$ cat src/rtl/write_back_stage.sv
// Write-back stage: registers the DM-stage result, commits it to an embedded
// register file, and serves two read ports with write-through bypass.
module write_back_stage #(
    parameter int DATA_W   = 16,
    parameter int ADDR_W   = 3,
    parameter int ZERO_REG = 1,
    parameter int CNT_W    = 16
) (
    input  logic              clk,
    input  logic              reset,
    input  logic [DATA_W-1:0] ans_dm,
    input  logic [DATA_W-1:0] ans_alu,
    input  logic              wb_sel,
    input  logic [ADDR_W-1:0] rd_dm,
    input  logic              we_dm,
    input  logic              stall,
    input  logic              flush,
    input  logic [ADDR_W-1:0] ra1,
    input  logic [ADDR_W-1:0] ra2,
    output logic [DATA_W-1:0] rd1,
    output logic [DATA_W-1:0] rd2,
    output logic [DATA_W-1:0] ans_wb,
    output logic [ADDR_W-1:0] rd_wb,
    output logic              we_wb,
    output logic [CNT_W-1:0]  wb_count
);

    localparam int NREG = 1 << ADDR_W;

    logic [DATA_W-1:0] regs [NREG];
    logic              wr_allowed;

    assign wr_allowed = !((ZERO_REG != 0) && (rd_wb == '0));

    always_ff @(posedge clk) begin
        if (reset) begin
            ans_wb   <= '0;
            rd_wb    <= '0;
            we_wb    <= 1'b0;
            wb_count <= '0;
            for (int i = 0; i < NREG; i++) begin
                regs[i] <= '0;
            end
        end else begin
            // The entry already in WB retires regardless of flush/stall.
            if (we_wb) begin
                wb_count <= wb_count + CNT_W'(1);
                if (wr_allowed) begin
                    regs[rd_wb] <= ans_wb;
                end
            end
            if (flush) begin
                ans_wb <= '0;
                rd_wb  <= '0;
                we_wb  <= 1'b0;
            end else if (stall) begin
                we_wb  <= 1'b0;
            end else begin
                ans_wb <= wb_sel ? ans_dm : ans_alu;
                rd_wb  <= rd_dm;
                we_wb  <= we_dm;
            end
        end
    end

    assign rd1 = ((ZERO_REG != 0) && (ra1 == '0)) ? '0 :
                 (we_wb && (rd_wb == ra1))        ? ans_wb : regs[ra1];
    assign rd2 = ((ZERO_REG != 0) && (ra2 == '0)) ? '0 :
                 (we_wb && (rd_wb == ra2))        ? ans_wb : regs[ra2];

endmodule

$ cat config.mk
export PLATFORM = sky130hd
export DESIGN_NAME = write_back_stage
export DESIGN_NICKNAME = d
export VERILOG_FILES = /design/src/rtl/write_back_stage.sv
export SDC_FILE = /design/constraint.sdc
export NUM_CORES = 1
export LEC_CHECK = 0
export BUFFER_PORTS_ARGS = -buffer_cell sky130_fd_sc_hd__buf_2
export CAP_MARGIN = 20
export CORE_ASPECT_RATIO = 1.75
export CORE_MARGIN = 1
export CORE_UTILIZATION = 30
export CTS_CLUSTER_SIZE = 20
export DETAILED_ROUTE_END_ITERATION = 12
export PLACE_DENSITY = 0.45
export SYNTH_ARGS = -nofsm -noshare
export SYNTH_HDL_FRONTEND = slang
export SYNTH_SLANG_ARGS = --single-unit
$ cat constraint.sdc
create_clock -name clk -period 4.1 [get_ports clk]
set_input_delay 0.41 -clock clk [delete_from_list [all_inputs] [get_ports clk]]
set_output_delay 0.41 -clock clk [all_outputs]
set_load 0.005 [all_outputs]
After elaboration in Yosys (flattened, before gate mapping)
Memories as Yosys holds them, arrays and structs flattened.
Index checks and enable logic that the tools add are counted.
- register bits: 36
- bits in writable memories: 128
- word-level logic and storage cells: 30
- memories kept: 1
- memories (name ; words ; bits a word ; read ports ; clocked after memory_dff ; write ports ; RTL line ; source):
    regs ; 8 ; 16 ; 2 ; 0 ; 8 ; 30 ; logic [DATA_W-1:0] regs [NREG];
- add/subtract/negate cells: 1
- eq/ne operators: 2
- multiplexer cells: 14
- reductions and logical operators: 8
- operator list (kind ; count):
    16-bit two-way mux ; 6
    16-bit by 1-bit adder with 16-bit output (second input constant) ; 1
    16-bit OR reduction ; 1
    3-bit zero test ; 3
    1-bit two-way mux ; 7
    3-bit equality test ; 2
    3-bit two-way mux ; 1
    3-bit OR reduction ; 1
    1-bit logical AND ; 2
    2-bit OR reduction ; 1

Longest topological paths before layout
- depth in word-level cells: 7
- depth in mapped cells: 7
- depth with buffers taken out: 5

Least setup slack after synthesis
No wires, ideal clock.
- kind: input to output
- start: input ra1[1]
- end: output rd1[10]
- data arrival time: 1.479 ns
- data required time: 3.690 ns
- slack: 2.211 ns
- stages on the path: 5
- path buffers: 2
- cells stage by stage: buf_6 buf_12 mux4_2 a211oi_1 nor3_1
- longest elaborated chain between the ends: 4
- ends and longest elaborated chain (item ; RTL line ; source):
    from (decl) ; 18 ; input logic [ADDR_W-1:0] ra1,
    branches (longest 3 deep; another with memory 8 x 16 bit) ; - ;
    16-bit two-way mux * ; 66 ; assign rd1 = ((ZERO_REG != 0) && (ra1 == '0)) ? '0 :
    to (decl) ; 20 ; output logic [DATA_W-1:0] rd1,
Every way passes the cells marked *.

Final worst setup path
- start: register rd_wb[1]
- end: output rd1[15]
- longest elaborated chain between the ends: 4
- ends and longest elaborated chain (item ; RTL line ; source):
    from (decl) ; 23 ; output logic [ADDR_W-1:0] rd_wb,
    from (signal assigned) ; 60 ; rd_wb <= rd_dm;
    3-bit equality test ; 67 ; (we_wb && (rd_wb == ra1)) ? ans_wb : regs[ra1];
    1-bit logical AND ; 67 ;
    16-bit two-way mux ; 67 ;
    16-bit two-way mux ; 66 ;
No other way between the ends.

==> results.md <==
* Synth Cell Area at 0.00881 sq mm
* Post-synthesis cell count at roughly 720
* CTS tree: yes
* Via count at around 5900
* Worst-path clk slew at roughly 0.07 ns
* Slowest stage delay, CP at between 0.6 and 0.7 ns
* DP HPWL at roughly 18 mm
* Top cells by count, synth: edfxtp_1, and2_1, nor2_1
* Max Root-Sink Buffers at 2
* H-tree Lvls at 4
* Total CTS buffers at 17
* Antenna cell count at 0
* WP data arrival at roughly 2.5 ns
* Period utilization at 0.718
* DIE WIDTH at between 100 and 150 um
* Status: complete, no violations
* Setup ws final at between 1 and 1.5 ns
* Worst-case reg-to-reg path depth at 3
* CP required at approximately 3.7 ns
* VDD IR max at between 0.0002 and 0.0003 V
* Syn_area_per_cell at ~12 sq um
* Gpl congestion at ~0.75
* Synth cell types at just over 40
* Worst hold endpoint: rd_wb[2]
* RSZ-0062 raised after global routing: false
* Power Dens Cells at approximately 390 mW/mm^2
* 1st-iter DRT viols at 310
* Post-DR vias/cell at between 4 and 5
* Routed wire length at about 25 mm
* Post-route ant nets at 0
* Die area at between 0.03 and 0.04 sq mm
* Synthesis Warnings at 0
* Gr usage total at 0.172
* Post-route cell area at between 0.01 and 0.015 sq mm
* Max Cap Violations at 0
* Post-synth EDFFs at approximately 130
* Main flop type after synthesis: edfxtp_1
* Slew @ Worst Pin at a little under 1 ns
* Fin nets at 879
* Routed len/inst at about 20 um
* Sequential share of the synthesized area at 0.518
* Pwr Total at a little over 4000 uW
* CTS Sinks at about 160
* Rows at 82
* Pre-antenna DRT Iters at 5
* Synth top area cells: edfxtp_1, mux2i_1, dfxtp_1
* Worst Path Max Fanout at 15
* Setup-failing EPs final at 0
* Vias in the first global route at approximately 6000
* Slew headroom at 0.336
* Largest net degree at the start of global routing at 50
* Slowest CP cell: and4_1
* Setup tns final at 0 ns
* # port buffers at about 110
* Share of the synthesized area in the top cell type at 0.436
* Critical path cell sequence: xnor2_1, and4_1, a211oi_1, nor3_1, buf_2
* CORE AREA at 0.0287 sq mm
* Placed Area at between 0.009 and 0.01 sq mm
* Clk root buf: clkbuf_16
* Post-synthesis register bit count at 164
* Worst path top cell family by delay: simple AND/OR/NAND/NOR gates
* Register-to-Register Setup Slack at around 1.6 ns
* Initial antenna violation count at 0
* Crit Reg-Reg Startpoint: we_wb
* Worst Setup Start Kind: register
* Min-Delay Path Depth at 3
* Worst slack at placement at around 1.2 ns
* Min-delay worst type: primary input to register
* HP Start: rd_dm[2]
* Synth area leader: edfxtp_1
* # DRC at 0
* # resized after CTS at 0
* Fraction of registers with async set/reset at 0
* Most numerous cell in the Yosys netlist: edfxtp_1
* Max-slew violation count at 0
* Hold Slack at between 0.2 and 0.25 ns
* Critical path endpoint category: output port
* Area grow syn2layout at 16.9%
* Share of cells above drive strength 1 at 0.226
* Ports at 115
* Static Leak at 0.00414 uW
* Postcts setup bufs at 0
* F_max at roughly 340 MHz
* Tmin final at between 2 and 3 ns
* Initial core utilization at 0.307
* Critical path type: register to output port
* CP bufs+invs at 1
* Clock skew after layout at around 0.0086 ns
* Filler Cell Count at around 2900
* Clock Latency Late Sink at approximately 0.44 ns
* Cts hold-fix bufs at 0
* Worst r2r dst: regs[7][11]
* First-pass GRT wire length at around 38 mm
* Overflow after GRT at 0
* Die span in y at about 230 um
* Final hold vios at 0
[worst max path at each step]
stage	start	to	slack (ns)	depth (start not counted)
4_1_cts	we_wb	rd1[15]	1.10	4
3_3_place_gp	ra2[1]	rd2[15]	1.16	6
5_1_grt	we_wb	rd1[15]	0.97	4
3_5_place_dp	ra2[1]	rd2[11]	1.18	6
2_1_floorplan	ra1[1]	rd1[10]	2.21	5
6_report	rd_wb[1]	rd1[15]	1.16	5
[layout by cell type (no fill, tap or decap), drive strengths merged]
master,n
a211oi,30
a21oi,20
and2,112
and3,1
and4,2
buf,130
bufinv,5
clkbuf,20
clkinv,4
clkinvlp,1
conb,16
dfxtp,36
edfxtp,128
ha,1
inv,5
mux2,2
mux2i,82
mux4,34
nand2,7
nand2b,3
nand3,4
nand3b,1
nand4,5
nor2,90
nor2b,1
nor3,33
nor3b,2
nor4,5
nor4b,1
o21ai,2
o22ai,32
or2,10
or3,2
xnor2,14
xor2,3
[cell families (layout without fill, tap and decap cells)]
kind of cell    after synthesis  count (layout)  share of synthesized area
flops                       164             164                      0.518
xor+xnor                     17              17                     0.0169
mux                         118             118                      0.189
compound gates               84              84                     0.0608
buf+inv                      59             165                     0.0449
fa+ha+maj                     1               1                    0.00142
other cells                   1              16                   0.000425
simple gates                279             279                      0.168
[layer usage]
metal,global-route usage,wire length [um]
met5,0,0
met4,0.0719,558
met3,0.0288,810
met2,0.323,13600
met1,0.188,10000
[sequential cells by signal, summed over array words and instances (netlist names)]
register / flops
ans_wb: 16
rd_wb: 3
regs: 128
wb_count: 16
we_wb: 1
[worst min-delay path, delay by kind of cell]
family        cells  cell delay (ns)
buf+inv           1             0.08
mux               1             0.05
simple gates      1             0.07
[report_power, final]
group          total (uW)  switching [uW]  leakage (uW)  internal [uW]
combinational         387             216       0.00222            171
clock                1780             683      0.000313           1100
sequential           1890            48.0       0.00161           1850
[cell type report]
class	count	area [sq um]	area share
Sequential cell	164	4560	0.443
Multi-Input combinational cell	515	3910	0.380
Timing Repair Buffer	130	694	0.0674
Tap cell	378	473	0.0459
Clock buffer	20	447	0.0434
Clock inverter	12	201	0.0196
Inverter	3	11.3	0.00109
[metrics by stage]
stage,cells,utilization
2_1_floorplan,738,-
3_3_place_gp,1189,0.336
3_5_place_dp,1189,0.336
4_1_cts,1221,0.358
5_1_grt,1222,0.359
6_report,1222,0.359
No activity file was read; power rests on OpenSTA's default activity.
